### src/rtl/data_path.sv
// data_path: sixteen-entry register file feeding a combinational ALU.
// Operand A is always a register; operand B is a register or the immediate.
// The ALU result is written on the clock edge to every register whose write
// enable bit is set, and the flags are visible combinationally in the same cycle.
module data_path #(
    parameter int BIT_WIDTH    = 16,
    parameter int OPCODE_WIDTH = 8,
    parameter int FLAG_WIDTH   = 5,
    parameter int SEL_WIDTH    = 4
) (
    input  logic                      Clk,
    input  logic                      Rst,
    input  logic [2**SEL_WIDTH-1:0]   wEnable,
    input  logic [BIT_WIDTH-1:0]      Imm_in,
    input  logic [OPCODE_WIDTH-1:0]   opcode,
    input  logic [SEL_WIDTH-1:0]      Rdest_select,
    input  logic [SEL_WIDTH-1:0]      Rsrc_select,
    input  logic                      Imm_select,
    output logic [FLAG_WIDTH-1:0]     Flags_out
);

    localparam int NUM_REGS = 2**SEL_WIDTH;

    // Flag bit positions within Flags_out
    localparam int FLAG_C = 0;
    localparam int FLAG_Z = 1;
    localparam int FLAG_F = 2;
    localparam int FLAG_L = 3;
    localparam int FLAG_N = 4;

    // Function codes after decode
    localparam logic [3:0] FN_NOP  = 4'h0;
    localparam logic [3:0] FN_AND  = 4'h1;
    localparam logic [3:0] FN_OR   = 4'h2;
    localparam logic [3:0] FN_XOR  = 4'h3;
    localparam logic [3:0] FN_NOT  = 4'h4;
    localparam logic [3:0] FN_ADD  = 4'h5;
    localparam logic [3:0] FN_ADDU = 4'h6;
    localparam logic [3:0] FN_ADDC = 4'h7;
    localparam logic [3:0] FN_SUB  = 4'h9;
    localparam logic [3:0] FN_CMP  = 4'hB;
    localparam logic [3:0] FN_MOV  = 4'hD;

    logic [BIT_WIDTH-1:0]  regs_q [NUM_REGS];
    logic [BIT_WIDTH-1:0]  regs_d [NUM_REGS];
    logic                  cst_q;
    logic                  cst_d;

    logic [BIT_WIDTH-1:0]  op_a;
    logic [BIT_WIDTH-1:0]  op_b;
    logic [3:0]            fn;
    logic                  is_shift;
    logic [3:0]            shamt;
    logic                  carry_in;
    logic [BIT_WIDTH:0]    sum;
    logic [BIT_WIDTH-1:0]  diff;
    logic [BIT_WIDTH-1:0]  alu_result;
    logic [FLAG_WIDTH-1:0] flags;

    assign op_a      = regs_q[Rdest_select];
    assign op_b      = Imm_select ? Imm_in : regs_q[Rsrc_select];
    assign shamt     = op_b[3:0];
    assign Flags_out = flags;

    // Opcode decode: low nibble carries the function when the high nibble is zero,
    // high nibble 8 selects the shifter, otherwise the high nibble is the function
    always_comb begin
        is_shift = 1'b0;
        fn       = opcode[7:4];
        if (opcode[7:4] == 4'h0) begin
            fn = opcode[3:0];
        end else if (opcode[7:4] == 4'h8) begin
            is_shift = 1'b1;
            fn       = FN_NOP;
        end
    end

    // ALU: result, flags and next stored carry for the current operation
    always_comb begin
        alu_result = op_a;
        flags      = '0;
        cst_d      = cst_q;
        carry_in   = (fn == FN_ADDC) ? cst_q : 1'b0;
        sum        = {1'b0, op_a} + {1'b0, op_b} + {{BIT_WIDTH{1'b0}}, carry_in};
        diff       = op_a - op_b;

        if (is_shift) begin
            case (opcode[3:0])
                4'h0, 4'h1, 4'h4: begin
                    alu_result    = op_a << shamt;
                    flags[FLAG_Z] = (alu_result == '0);
                    flags[FLAG_N] = alu_result[BIT_WIDTH-1];
                end
                4'h2, 4'h3, 4'h6: begin
                    alu_result    = $signed(op_a) >>> shamt;
                    flags[FLAG_Z] = (alu_result == '0);
                    flags[FLAG_N] = alu_result[BIT_WIDTH-1];
                end
                4'h8, 4'h9, 4'hA, 4'hB: begin
                    alu_result    = op_a >> shamt;
                    flags[FLAG_Z] = (alu_result == '0);
                    flags[FLAG_N] = alu_result[BIT_WIDTH-1];
                end
                default: begin
                    alu_result = op_a;
                    flags      = '0;
                end
            endcase
        end else begin
            case (fn)
                FN_AND, FN_OR, FN_XOR, FN_NOT, FN_MOV: begin
                    case (fn)
                        FN_AND:  alu_result = op_a & op_b;
                        FN_OR:   alu_result = op_a | op_b;
                        FN_XOR:  alu_result = op_a ^ op_b;
                        FN_NOT:  alu_result = ~op_a;
                        default: alu_result = op_b;
                    endcase
                    flags[FLAG_Z] = (alu_result == '0);
                    flags[FLAG_N] = alu_result[BIT_WIDTH-1];
                end
                FN_ADD, FN_ADDU, FN_ADDC: begin
                    alu_result    = sum[BIT_WIDTH-1:0];
                    flags[FLAG_C] = sum[BIT_WIDTH];
                    flags[FLAG_F] = (op_a[BIT_WIDTH-1] == op_b[BIT_WIDTH-1]) &&
                                    (alu_result[BIT_WIDTH-1] != op_a[BIT_WIDTH-1]);
                    flags[FLAG_Z] = (alu_result == '0);
                    flags[FLAG_N] = alu_result[BIT_WIDTH-1];
                    cst_d         = flags[FLAG_C];
                end
                FN_SUB: begin
                    alu_result    = diff;
                    flags[FLAG_C] = (op_a < op_b);
                    flags[FLAG_F] = (op_a[BIT_WIDTH-1] != op_b[BIT_WIDTH-1]) &&
                                    (alu_result[BIT_WIDTH-1] != op_a[BIT_WIDTH-1]);
                    flags[FLAG_Z] = (alu_result == '0);
                    flags[FLAG_N] = alu_result[BIT_WIDTH-1];
                    cst_d         = flags[FLAG_C];
                end
                FN_CMP: begin
                    alu_result    = op_a;
                    flags[FLAG_Z] = (op_a == op_b);
                    flags[FLAG_L] = (op_a < op_b);
                    flags[FLAG_N] = ($signed(op_a) < $signed(op_b));
                    cst_d         = 1'b0;
                end
                default: begin
                    alu_result = op_a;
                    flags      = '0;
                end
            endcase
        end
    end

    // Register write-back: every enabled register takes the same ALU result
    always_comb begin
        for (int i = 0; i < NUM_REGS; i++) begin
            regs_d[i] = regs_q[i];
            if (wEnable[i]) begin
                regs_d[i] = alu_result;
            end
        end
    end

    // State registers with asynchronous active-low clear
    always_ff @(posedge Clk or negedge Rst) begin
        if (!Rst) begin
            for (int i = 0; i < NUM_REGS; i++) begin
                regs_q[i] <= '0;
            end
            cst_q <= 1'b0;
        end else begin
            for (int i = 0; i < NUM_REGS; i++) begin
                regs_q[i] <= regs_d[i];
            end
            cst_q <= cst_d;
        end
    end

endmodule

### config.mk
export PLATFORM = sky130hd
export DESIGN_NAME = data_path
export DESIGN_NICKNAME = d
export VERILOG_FILES = /design/src/rtl/data_path.sv
export SDC_FILE = /design/constraint.sdc
export NUM_CORES = 1
export LEC_CHECK = 0
export BUFFER_PORTS_ARGS = -buffer_cell sky130_fd_sc_hd__buf_4
export CAP_MARGIN = 20
export CORE_MARGIN = 4
export CORE_UTILIZATION = 37
export DETAILED_ROUTE_END_ITERATION = 8
export SETUP_SLACK_MARGIN = 0.5
export SLEW_MARGIN = 0
export SYNTH_ARGS = -nofsm -noshare
export SYNTH_HDL_FRONTEND = slang
export SYNTH_SLANG_ARGS = --single-unit
### constraint.sdc
create_clock -name Clk -period 6.5 [get_ports Clk]
set_input_delay 0 -clock Clk [delete_from_list [all_inputs] [get_ports Clk]]
set_output_delay 0 -clock Clk [all_outputs]
set_load 0.005 [all_outputs]
==> summary.txt, run 1 <==
Detailed routing
  • TritonRoute pass-1 iters: 7
  • Final routed DRC violation total: 0
  • Routed vias: roughly 14,000
  • Drt total wl: ~60 mm
  • Average via count per standard cell: around 6.2
  • DRC violation total after the first TritonRoute iteration: about 1,400
  • Routed wire per std cell: around 27 µm
  • Count of nets left with antenna violations after detail routing: 0

GRT
  • Total gr overflow: 0
  • Combined global-route utilization of all metal layers: roughly 22%
  • Number of antenna violations at the first check in global routing: 0
  • First-pass GRT wire length: roughly 90 mm
  • Number of global-route vias before repair: approximately 14,000
  • Largest net degree at the start of global routing: between 150 and 200

Setup path
  • Slowest library cell on the worst path: sky130_fd_sc_hd__or4_1
  • Cell count of the worst reg-to-reg path: 18
  • Launching point of the worst reg2reg path: regs_q[1]$_DFFE_PN0P_
  • Required time at the worst-slack endpoint: roughly 6.5 ns
  • Category of the worst setup path capture point: primary output
  • Kind of critical path: flop to primary output
  • Kind of start point of the critical path: flop
  • Endpoint of the most critical setup path: Flags_out[1]
  • Maximum fanout encountered on the critical timing path: 25
  • Critical path cell sequence: mux4_2 > mux2i_1 > a221o_1 > inv_4 > buf_4 > ha_1 > a21o_1 > a21oi_1 > o21ai_0 > o21ba_2 > o2111ai_1 > a21oi_1 > a31oi_1 > xnor2_1 > nand2_1 > or4_1 > nand4_1 > buf_4
  • Slack of the worst reg-to-reg path: between 1 and 1.5 ns
  • Maximum cell stage delay along the critical path: 0.60 ns
  • Reg-to-Reg End: regs_q[15]$_DFFE_PN0P_
  • Arrival time worst endpoint: between 5 and 6 ns
  • Beginning of the critical path: regs_q[1]$_DFFE_PN0P_

Floorplan
  • Die area: around 53,000 µm²
  • DIE HEIGHT: 231 µm
  • Ports placed on the boundary: 56
  • Cell row count: between 80 and 90
  • Chip Width: between 200 and 250 µm
  • Core area: around 49,000 µm²
  • Initial cell density of the core: between 30% and 40%

Placed design
  • Final RePlAce weighted congestion: roughly 1.0
  • Total half-perimeter wirelength after legalization and detailed placement: ~40 mm
  • Post-place instance area: 19,400 µm²
  • Number of I/O port buffers: between 50 and 60

Finish
  • Commonest non-fill, non-tap cell in the layout: sky130_fd_sc_hd__dfrtp_1
  • # diodes: 0
  • Most used cells in the layout excluding fill and tap cells: sky130_fd_sc_hd__dfrtp_1 (257), sky130_fd_sc_hd__mux2_2 (228), sky130_fd_sc_hd__mux4_2 (150), sky130_fd_sc_hd__mux2i_1 (105), sky130_fd_sc_hd__a21oi_1 (96)
  • Fin nets: 1,689
  • Proportion of layout cells with a drive suffix above 1: between 30% and 40%
  • P&R area growth vs syn: 10.6%
  • Summed area of non-filler cells in the final layout: 20,400 µm²

Yosys
  • Most common flop cell mapped by yosys: sky130_fd_sc_hd__dfrtp_1
  • Count of flip-flops with a built-in enable after synthesis: 0
  • Net Count, Synth: around 1,700
  • Distinct cells, synth: 75
  • Synth Instances: around 1,600
  • Share of the yosys chip area belonging to registers: a little over a third
  • Area of the mapped netlist: around 18,000 µm²
  • Avg Cell Area, Syn: 11.6 µm²
  • Fraction of registers with async set or reset after synthesis: 100%
  • Synthesis Warnings: 0
  • Register bit total from synthesis: 257

Clocking
  • Count of H-tree levels built during CTS: 1
  • CTS tree: done
  • Bufs on Longest Clock Path: 3
  • Count of cells resized by post-cts repair: 0
  • Total number of clock tree sinks: 257
  • Root cell of the clock tree: sky130_fd_sc_hd__clkbuf_16
  • Clock edge transition at the registers on the reported setup and hold paths: 0.06 ns
  • TritonCTS buffer count: 25
  • Latest clock arrival within the worst-skew pair: 0.55 ns

STA
  • Setup total negative slack: 0 ns
  • Hold Violations, Final: 0
  • Fmax: approximately 170 MHz
  • Number of slew-limit violations in the final report: 0
  • Clock skew: roughly 0.019 ns
  • Setup-violating endpoint count in the final report: 0
  • Min Tclk post-route: around 5.7 ns
  • Worst slew slack as a fraction of its limit: approximately 22%
  • RSZ-0062 raised after global routing: no
  • Share of the clock period used by the worst path: 88.0%
  • Pin slew with the least headroom to its limit: around 1.2 ns

Pwr
  • Static leakage power: 8.29 nW
  • Maximum ir drop on the vdd rail: between 200 and 250 µV
  • Power per standard cell area: roughly 490 nW/µm²

Flow run
  • Max-cap viol count: 0

Min path
  • Min-Delay Path Class: primary input to asynchronous set/reset pin

Outcome
  • Run status: complete, no violations
-- layout make-up --
type                       instances  area (µm²)
tap                              664         831
clock buffer                      35         723
multi-input combinational       1141       11200
clock inverter                    10         111
sequential                       257        6430
timing repair buffer             113         923
fill                            4679       28700
inverter                          48         183
-- worst max-delay path: cells and delay by family (launching register included) --
kind / cells / cell delay [ns]
buffers and inverters: 3 / 0.48
multiplexers: 2 / 0.66
XOR/XNOR: 1 / 0.21
flip-flops: 1 / 0.39
AO/OA/AOI/OAI: 8 / 2.28
adder cells (fa/ha/maj): 1 / 0.27
AND/OR/NAND/NOR: 3 / 0.88
-- cells by family (layout without fill, tap and decap cells) --
kind of cell / Yosys count / count (layout) / synth area share, %
compound gates: 296 / 296 / 10.5
xor+xnor: 28 / 28 / 1.33
fa+ha+maj: 52 / 52 / 3.65
buf+inv: 191 / 206 / 4.48
flops: 257 / 257 / 34.9
mux: 484 / 484 / 38.1
simple gates: 281 / 281 / 7.04
-- metal layers --
metal  up-vias  GRT usage (%)  part of all wire [%]
met3       166           2.81                   7.5
met1      7239           30.0                    41
met2       715           36.5                    48
met4         0           8.38                   4.3
met5         -              0                     0
li1       6048              -                     -
-- cell usage after synthesis (all sizes together) (8+ instances only) --
| cell | instances | area share [%] |
|---|---|---|
| inv | 48 | 0.99 |
| o21bai | 8 | 0.33 |
| o22ai | 19 | 0.65 |
| a31oi | 14 | 0.48 |
| a221oi | 13 | 0.62 |
| xnor2 | 25 | 1.2 |
| nor3 | 26 | 0.73 |
| a221o | 8 | 0.43 |
| clkbuf | 72 | 1.5 |
| nor4 | 10 | 0.34 |
| ha | 49 | 3.3 |
| buf | 71 | 2.0 |
| nand2 | 89 | 1.8 |
| a21oi | 96 | 2.6 |
| o21ai | 50 | 1.4 |
| nor2 | 91 | 1.9 |
| mux2 | 228 | 14 |
| o221ai | 18 | 0.86 |
| a211oi | 10 | 0.41 |
| nand3 | 13 | 0.35 |
| mux2i | 106 | 5.8 |
| mux4 | 150 | 18 |
| dfrtp | 257 | 35 |
-- how the worst min path moves through the flow --
stage	end	slack, ns	depth (start not counted)
final	regs_q[163]$_DFFE_PN0P_	0.01	2
after global routing	regs_q[163]$_DFFE_PN0P_	0.08	2
after CTS	regs_q[131]$_DFFE_PN0P_	0.06	2
after detailed placement	regs_q[147]$_DFFE_PN0P_	0.03	1
after global placement	regs_q[147]$_DFFE_PN0P_	0.02	1
after floorplan	cst_q$_DFFE_PN0P_	-0.30	0
-- power by group --
part	switching [W]	internal, W
clock network	0.000634	0.000856
logic	0.00302	0.00258
registers	0.000575	0.00239
total	0.00423	0.00583
-- metrics by stage --
stage	hold WS [ns]	worst slack (ns)	power, W	cells	utilization (%)
floorplan	-0.296	1.53	0.00684	1589	-
global placement	0.0197	1.04	0.00832	2205	39.5
detailed placement	0.0283	1.08	0.00844	2206	39.5
CTS	0.0600	0.867	0.00996	2268	41.5
global route	0.0794	0.552	0.0107	2268	41.5
finish	0.0146	0.777	0.0101	2268	41.5
-- sequential cells by signal, indices dropped and copies added (netlist names) --
signal and flops:
cst_q 1, regs_q 256
-- what timing repair did --
item,in CTS,in global routing
hold endpoints to repair,225,0
buffers inserted,0,0
hold buffers,17,0
Note: power is estimated with default switching activity, not from simulation.
==> inputs of run 2 (changes only) <==
--- a/config.mk
+++ b/config.mk
@@ -7,6 +7,7 @@
 export LEC_CHECK = 0
 export BUFFER_PORTS_ARGS = -buffer_cell sky130_fd_sc_hd__buf_4
 export CAP_MARGIN = 20
+export CORE_ASPECT_RATIO = 1.1
 export CORE_MARGIN = 4
 export CORE_UTILIZATION = 37
 export DETAILED_ROUTE_END_ITERATION = 8
==> constraint.sdc (replaced) <==
create_clock -name Clk -period 6.5 [get_ports Clk]
set_input_delay 0 -clock Clk [delete_from_list [all_inputs] [get_ports Clk]]
set_output_delay 0 -clock Clk [all_outputs]
set_load 0.05 [all_outputs]
==> run 2 against run 1 <==
Against the previous run:
- flip-flop and latch count unchanged
- utilization up 0.055 points
- final area up 0.30%
- count of clock-buffer cells in the layout down 1
- clock power up 5%
- critical path depth down 1
- sequential power about the same
- hold slack better by 0.022 ns
- cell count down 0.44%
- critical endpoint unchanged
==> summary.txt, run 2 (synthesis results as in run 1) <==
Outcome
  • Run status: complete, no violations

Detailed routing
  • TritonRoute pass-1 iters: 5
  • Routed wire per std cell: 26.5 µm
  • DRC violation total after the first TritonRoute iteration: around 1,100
  • Count of nets left with antenna violations after detail routing: 0
  • Drt total wl: 59.7 mm
  • Average via count per standard cell: about 6.3
  • Routed vias: about 14,000
  • Final routed DRC violation total: 0

Pwr
  • Static leakage power: 8.33 nW
  • Power per standard cell area: approximately 500 nW/µm²
  • Maximum ir drop on the vdd rail: 205 µV

Finish
  • Number of flip-flops under the largest register name: between 200 and 300
  • # diodes: 0
  • Summed area of non-filler cells in the final layout: about 20,000 µm²
  • P&R area growth vs syn: 10.9%
  • Post-route non-filler standard cell count: 2,258
  • Fin nets: around 1,700
  • Leading registers by flop count: regs_q: 256 flops, cst_q: 1 flops
  • Proportion of layout cells with a drive suffix above 1: between 30% and 40%
  • Most flops, register: regs_q
  • Number of fillers in the final layout: approximately 4,700
  • Commonest non-fill, non-tap cell in the layout: sky130_fd_sc_hd__dfrtp_1
  • Most used cells in the layout excluding fill and tap cells: sky130_fd_sc_hd__dfrtp_1 (257), sky130_fd_sc_hd__mux2_2 (228), sky130_fd_sc_hd__mux4_2 (150), sky130_fd_sc_hd__mux2i_1 (105), sky130_fd_sc_hd__a21oi_1 (96)

STA
  • Final setup slack of the worst path: approximately 0.78 ns
  • Fmax: around 170 MHz
  • Share of the clock period used by the worst path: ~88%
  • Pin slew with the least headroom to its limit: about 1.0 ns
  • Worst slew slack as a fraction of its limit: around a third
  • Setup-violating endpoint count in the final report: 0
  • Hold Violations, Final: 0
  • Number of slew-limit violations in the final report: 0
  • RSZ-0062 raised after global routing: no
  • Worst Hold Slack: 0.0363 ns
  • Min Tclk post-route: ~5.7 ns
  • Clock skew: ~0.014 ns
  • Setup total negative slack: 0 ns

Setup path
  • Kind of critical path: flop to primary output
  • Worst path top cell family by delay: compound AO/OA/AOI/OAI gates
  • Required time at the worst-slack endpoint: 6.50 ns
  • Slowest library cell on the worst path: sky130_fd_sc_hd__mux4_2
  • Maximum fanout encountered on the critical timing path: 7
  • Category of the worst setup path capture point: primary output
  • Buffer and inverter count on the worst path: 2
  • Maximum cell stage delay along the critical path: around 0.63 ns
  • Kind of start point of the critical path: flop
  • Critical path cell sequence: mux4_2 > mux4_2 > fa_1 > inv_1 > fa_1 > nor2b_1 > o21ai_0 > a21boi_1 > o31a_1 > o2111a_1 > a211oi_1 > a21oi_1 > xnor2_1 > nand2_1 > or4_1 > nand4_1 > buf_4
  • Arrival time worst endpoint: approximately 5.7 ns

Clocking
  • Count of H-tree levels built during CTS: 1
  • Clock edge transition at the registers on the reported setup and hold paths: roughly 0.06 ns
  • Total number of clock tree sinks: between 200 and 300
  • CTS tree: done
  • Post-CTS Hold Fix Bufs: 17
  • Latest clock arrival within the worst-skew pair: approximately 0.54 ns
  • Root cell of the clock tree: sky130_fd_sc_hd__clkbuf_16
  • Count of cells resized by post-cts repair: 0
  • Setup fix buffers added after clock tree synthesis: 0
  • Bufs on Longest Clock Path: 3
  • TritonCTS buffer count: 25

Floorplan
  • Cell row count: 85
  • Ports placed on the boundary: 56
  • Core area: slightly below 50,000 µm²
  • DIE HEIGHT: 242 µm
  • Chip Width: 221 µm
  • Initial cell density of the core: between 30% and 40%
  • Die area: around 53,000 µm²

Flow run
  • Max-cap viol count: 0

GRT
  • Number of global-route vias before repair: about 14,000
  • Total gr overflow: 0
  • Combined global-route utilization of all metal layers: between 20% and 30%
  • Number of antenna violations at the first check in global routing: 0
  • First-pass GRT wire length: roughly 91 mm
  • Largest net degree at the start of global routing: between 150 and 200

Placed design
  • Final RePlAce weighted congestion: a little under 1
  • Number of I/O port buffers: 55
  • Total half-perimeter wirelength after legalization and detailed placement: between 40 and 50 mm
  • Post-place setup slack: 1.08 ns
  • Dpl cells: 2,193
  • Post-place instance area: around 19,000 µm²

Min path
  • Min-Delay Path Class: primary input to asynchronous set/reset pin
run 2: per-stage QoR:
step / power, W / utilization [%]
floorplan: 0.00687 / -
global placement: 0.00835 / 39.4
detailed placement: 0.00846 / 39.4
CTS: 0.0101 / 41.5
global route: 0.0108 / 41.6
finish: 0.0102 / 41.6
run 2: path summary, 6_finish.rpt:
kind / startpoint / slack, ns / endpoint / cells past startpoint
max reg2reg: regs_q[64]$_DFFE_PN0P_ / 1.27 / regs_q[76]$_DFFE_PN0P_ / 16
max: regs_q[64]$_DFFE_PN0P_ / 0.78 / Flags_out[1] / 17
min: Rst / 0.04 / regs_q[251]$_DFFE_PN0P_ / 2
min in group Clk: opcode[6] / 0.16 / cst_q$_DFFE_PN0P_ / 4
max in group asynchronous: Rst / 5.05 / regs_q[68]$_DFFE_PN0P_ / 3
min reg2reg: regs_q[131]$_DFFE_PN0P_ / 0.53 / regs_q[131]$_DFFE_PN0P_ / 1
run 2: worst reg2reg max path, cell delays in order (launching register included):
cell,delay (ns)
sky130_fd_sc_hd__dfrtp_1,0.41
sky130_fd_sc_hd__mux4_2,0.47
sky130_fd_sc_hd__mux4_2,0.63
sky130_fd_sc_hd__fa_1,0.44
sky130_fd_sc_hd__inv_1,0.09
sky130_fd_sc_hd__fa_1,0.27
sky130_fd_sc_hd__nor2b_1,0.07
sky130_fd_sc_hd__o21ai_0,0.24
sky130_fd_sc_hd__a21boi_1,0.13
sky130_fd_sc_hd__o31a_1,0.33
sky130_fd_sc_hd__o2111a_1,0.28
sky130_fd_sc_hd__a2111oi_0,0.49
sky130_fd_sc_hd__xnor2_1,0.20
sky130_fd_sc_hd__nand2_1,0.08
sky130_fd_sc_hd__a31oi_1,0.21
sky130_fd_sc_hd__o32a_1,0.56
sky130_fd_sc_hd__mux2_2,0.28
run 2: power by group:
part	total (W)	internal, W	switching (W)
sequential	0.00296	0.00239	0.000567
combinational	0.00564	0.00259	0.00305
clock	0.00157	0.000938	0.000635
total	0.0102	0.00592	0.00425
run 2: final cells by class:
class	count	area (µm²)	share of cell area [%]
clock buffers	34	719	3.52
clock inverters	11	171	0.839
inverters	48	183	0.894
multi-input cells	1141	11200	54.7
flip-flops and latches	257	6430	31.5
well taps	652	816	3.99
repair buffers	115	942	4.61
run 2: metal layers:
layer  vias to the layer above  part of all wire (%)  global-route usage [%]
li1                       6063                     -                       -
met4                         0                   5.5                    9.91
met1                      7292                    39                    28.3
met2                       583                    49                    37.5
met3                       185                   5.8                    2.42
met5                         -                     0                       0
==> inputs of run 3 (changes only) <==
--- a/config.mk
+++ b/config.mk
@@ -11,6 +11,7 @@
 export CORE_MARGIN = 4
 export CORE_UTILIZATION = 37
 export DETAILED_ROUTE_END_ITERATION = 8
+export RECOVER_POWER = 100
 export SETUP_SLACK_MARGIN = 0.5
 export SLEW_MARGIN = 0
 export SYNTH_ARGS = -nofsm -noshare
==> run 3 against run 2 <==
Against the previous run:
- the flow now finishes with violations (max-capacitance violations, max-slew violations)
- clock skew up 0.0016 ns
- sequential power hardly changed
- first-iteration DRC count grew 2.0%
- final area decreased by 0.39%
- maximum frequency decreased by 3.5%
- global-route usage is the same
- die area stayed put
- register-to-register slack lost 0.36 ns
- non-clock buffer count did not move
- critical path depth is 2 higher
==> summary.txt, run 3 (synthesis results as in run 1) <==
Setup path
  • Critical path cell sequence: mux4_2 > mux2i_1 > a221o_1 > inv_1 > fa_1 > inv_1 > fa_1 > nor2b_1 > o21ai_0 > a21boi_0 > o31a_1 > o2111a_1 > a211oi_1 > a21oi_1 > xnor2_1 > nand2_1 > or4_1 > nand4_1 > buf_4
  • Beginning of the critical path: regs_q[0]$_DFFE_PN0P_
  • Maximum cell stage delay along the critical path: about 0.6 ns
  • Reg-to-Reg End: regs_q[218]$_DFFE_PN0P_
  • Maximum fanout encountered on the critical timing path: 15
  • Required time at the worst-slack endpoint: ~6.5 ns
  • Slack of the worst reg-to-reg path: approximately 0.9 ns
  • Kind of critical path: flop to primary output
  • Worst path top cell family by delay: compound AO/OA/AOI/OAI gates
  • Buffer and inverter count on the worst path: 3
  • Category of the worst setup path capture point: primary output
  • Arrival time worst endpoint: just under 6 ns
  • Launching point of the worst reg2reg path: regs_q[0]$_DFFE_PN0P_
  • Cell count of the worst reg-to-reg path: 19
  • Kind of start point of the critical path: flop
  • Slowest library cell on the worst path: sky130_fd_sc_hd__or4_1

Clocking
  • TritonCTS buffer count: 25
  • Count of cells resized by post-cts repair: 0
  • Clock edge transition at the registers on the reported setup and hold paths: about 0.060 ns
  • Count of H-tree levels built during CTS: 1
  • Root cell of the clock tree: sky130_fd_sc_hd__clkbuf_16
  • Setup fix buffers added after clock tree synthesis: 0
  • Total number of clock tree sinks: 257
  • Post-CTS Hold Fix Bufs: 17
  • CTS tree: done
  • Latest clock arrival within the worst-skew pair: between 0.5 and 0.6 ns
  • Bufs on Longest Clock Path: 3

Pwr
  • Maximum ir drop on the vdd rail: 204 µV
  • Static leakage power: about 8.3 nW
  • Power per standard cell area: 497 nW/µm²

Floorplan
  • Cell row count: 85
  • Chip Width: 221 µm
  • Initial cell density of the core: roughly 38%
  • DIE HEIGHT: between 200 and 250 µm
  • Core area: slightly below 50,000 µm²
  • Ports placed on the boundary: 56
  • Die area: 53,400 µm²

Outcome
  • Run status: finished, violations left
  • Failing checks: max-capacitance violations, max-slew violations

STA
  • Setup-violating endpoint count in the final report: 0
  • Worst Hold Slack: 0.152 ns
  • Fmax: about 170 MHz
  • Setup total negative slack: 0 ns
  • Clock skew: ~0.016 ns
  • Share of the clock period used by the worst path: approximately nine tenths
  • Min Tclk post-route: around 5.9 ns
  • Pin slew with the least headroom to its limit: between 4 and 5 ns
  • Number of slew-limit violations in the final report: 78
  • Hold Violations, Final: 0
  • RSZ-0062 raised after global routing: no
  • Worst slew slack as a fraction of its limit: -183%

Finish
  • Proportion of layout cells with a drive suffix above 1: 32.1%
  • Most flops, register: regs_q
  • # diodes: 0
  • Commonest non-fill, non-tap cell in the layout: sky130_fd_sc_hd__dfrtp_1
  • Fin nets: 1,691
  • Number of flip-flops under the largest register name: between 200 and 300
  • P&R area growth vs syn: 10.5%
  • Most used cells in the layout excluding fill and tap cells: sky130_fd_sc_hd__dfrtp_1 (257), sky130_fd_sc_hd__mux2_2 (228), sky130_fd_sc_hd__mux4_2 (150), sky130_fd_sc_hd__mux2i_1 (105), sky130_fd_sc_hd__a21oi_1 (96)
  • Leading registers by flop count: regs_q: 256 flops, cst_q: 1 flops

Min path
  • Worst Hold Launch: opcode[6]
  • Worst hold stages: 4
  • Worst hold endpoint: cst_q$_DFFE_PN0P_
  • Min-Delay Path Class: primary input to flop

Placed design
  • Total half-perimeter wirelength after legalization and detailed placement: ~41 mm
  • Number of I/O port buffers: 55
  • Final RePlAce weighted congestion: 0.979

Detailed routing
  • DRC violation total after the first TritonRoute iteration: approximately 1,100
  • Average via count per standard cell: 6.25
  • TritonRoute pass-1 iters: 5
  • Routed vias: approximately 14,000
  • Routed wire per std cell: ~26 µm
  • Drt total wl: ~60 mm
  • Final routed DRC violation total: 0
  • Count of nets left with antenna violations after detail routing: 0

GRT
  • First-pass GRT wire length: 91.0 mm
  • Total gr overflow: 0
  • Number of global-route vias before repair: 14,400
  • Largest net degree at the start of global routing: approximately 180
  • Number of antenna violations at the first check in global routing: 0
  • Combined global-route utilization of all metal layers: 22.1%

Flow run
  • Max-cap viol count: 1
## run 3: cell types whose count changed in the layout (fill, tap and decap cells not counted), moves of 2 or more
cell	delta
sky130_fd_sc_hd__o21ai_1	-2
sky130_fd_sc_hd__o21ai_0	+2
sky130_fd_sc_hd__clkbuf_1	+18
sky130_fd_sc_hd__buf_4	-16
## run 3: final cells by class
class	instances	area [µm²]
Timing Repair Buffer	115	863
Clock buffer	34	719
Clock inverter	11	171
Inverter	48	183
Tap cell	652	816
Sequential cell	257	6430
Fill cell	4687	28800
Multi-Input combinational cell	1141	11200
## run 3: stage by stage
step | power (W) | setup WS, ns | instance area [µm²] | utilization (%) | std cells
after CTS | 0.0101 | 0.833 | 20400 | 41.5 | 2255
final | 0.0101 | 0.570 | 20400 | 41.4 | 2258
after detailed placement | 0.00846 | 1.08 | 19400 | 39.4 | 2193
after floorplan | 0.00687 | 0.979 | 18400 | - | 1589
after global placement | 0.00835 | 0.994 | 19300 | 39.4 | 2192
after global routing | 0.0107 | 0.352 | 20400 | 41.4 | 2258
## run 3: how the worst max path moves through the flow
| stage | end | slack, ns | cells past startpoint |
|---|---|---|---|
| 5_1_grt | Flags_out[1] | 0.35 | 19 |
| 4_1_cts | Flags_out[1] | 0.83 | 17 |
| 3_3_place_gp | regs_q[157]$_DFFE_PN0P_ | 0.99 | 17 |
| 2_1_floorplan | Flags_out[3] | 0.98 | 16 |
| 6_report | Flags_out[1] | 0.57 | 19 |
| 3_5_place_dp | regs_q[108]$_DFFE_PN0P_ | 1.08 | 17 |
## run 3: worst reg2reg max path, stage by stage, from the launching register on
cell	delay, ns
sky130_fd_sc_hd__dfrtp_1	0.41
sky130_fd_sc_hd__mux4_2	0.47
sky130_fd_sc_hd__mux2i_1	0.18
sky130_fd_sc_hd__a221o_1	0.23
sky130_fd_sc_hd__inv_1	0.30
sky130_fd_sc_hd__fa_1	0.52
sky130_fd_sc_hd__inv_1	0.09
sky130_fd_sc_hd__fa_1	0.28
sky130_fd_sc_hd__nor2b_1	0.07
sky130_fd_sc_hd__o21ai_0	0.23
sky130_fd_sc_hd__a21boi_0	0.17
sky130_fd_sc_hd__o31a_1	0.34
sky130_fd_sc_hd__o31ai_1	0.29
sky130_fd_sc_hd__xnor2_1	0.13
sky130_fd_sc_hd__a221oi_1	0.64
sky130_fd_sc_hd__nand2_1	0.12
sky130_fd_sc_hd__a21oi_1	0.17
sky130_fd_sc_hd__a211oi_1	0.07
sky130_fd_sc_hd__clkbuf_1	0.38
sky130_fd_sc_hd__mux2_2	0.41
## run 3: power by group
| part | internal [W] | leakage, nW | switching, W | total [W] |
|---|---|---|---|---|
| logic | 0.00254 | 4.78 | 0.00305 | 0.00559 |
| registers | 0.00239 | 3.05 | 0.000566 | 0.00295 |
| clock network | 0.000938 | 0.433 | 0.000634 | 0.00157 |
| total | 0.00586 | 8.27 | 0.00425 | 0.0101 |
## run 3: routing by layer
layer  global-route usage, %  wire length [µm]  up-vias
met5                       0                 0        -
met4                    9.91              3300        0
met3                    2.42              3320      187
met2                    37.5             29500      560
met1                    28.3             23600     7307
li1                        -                 -     6058
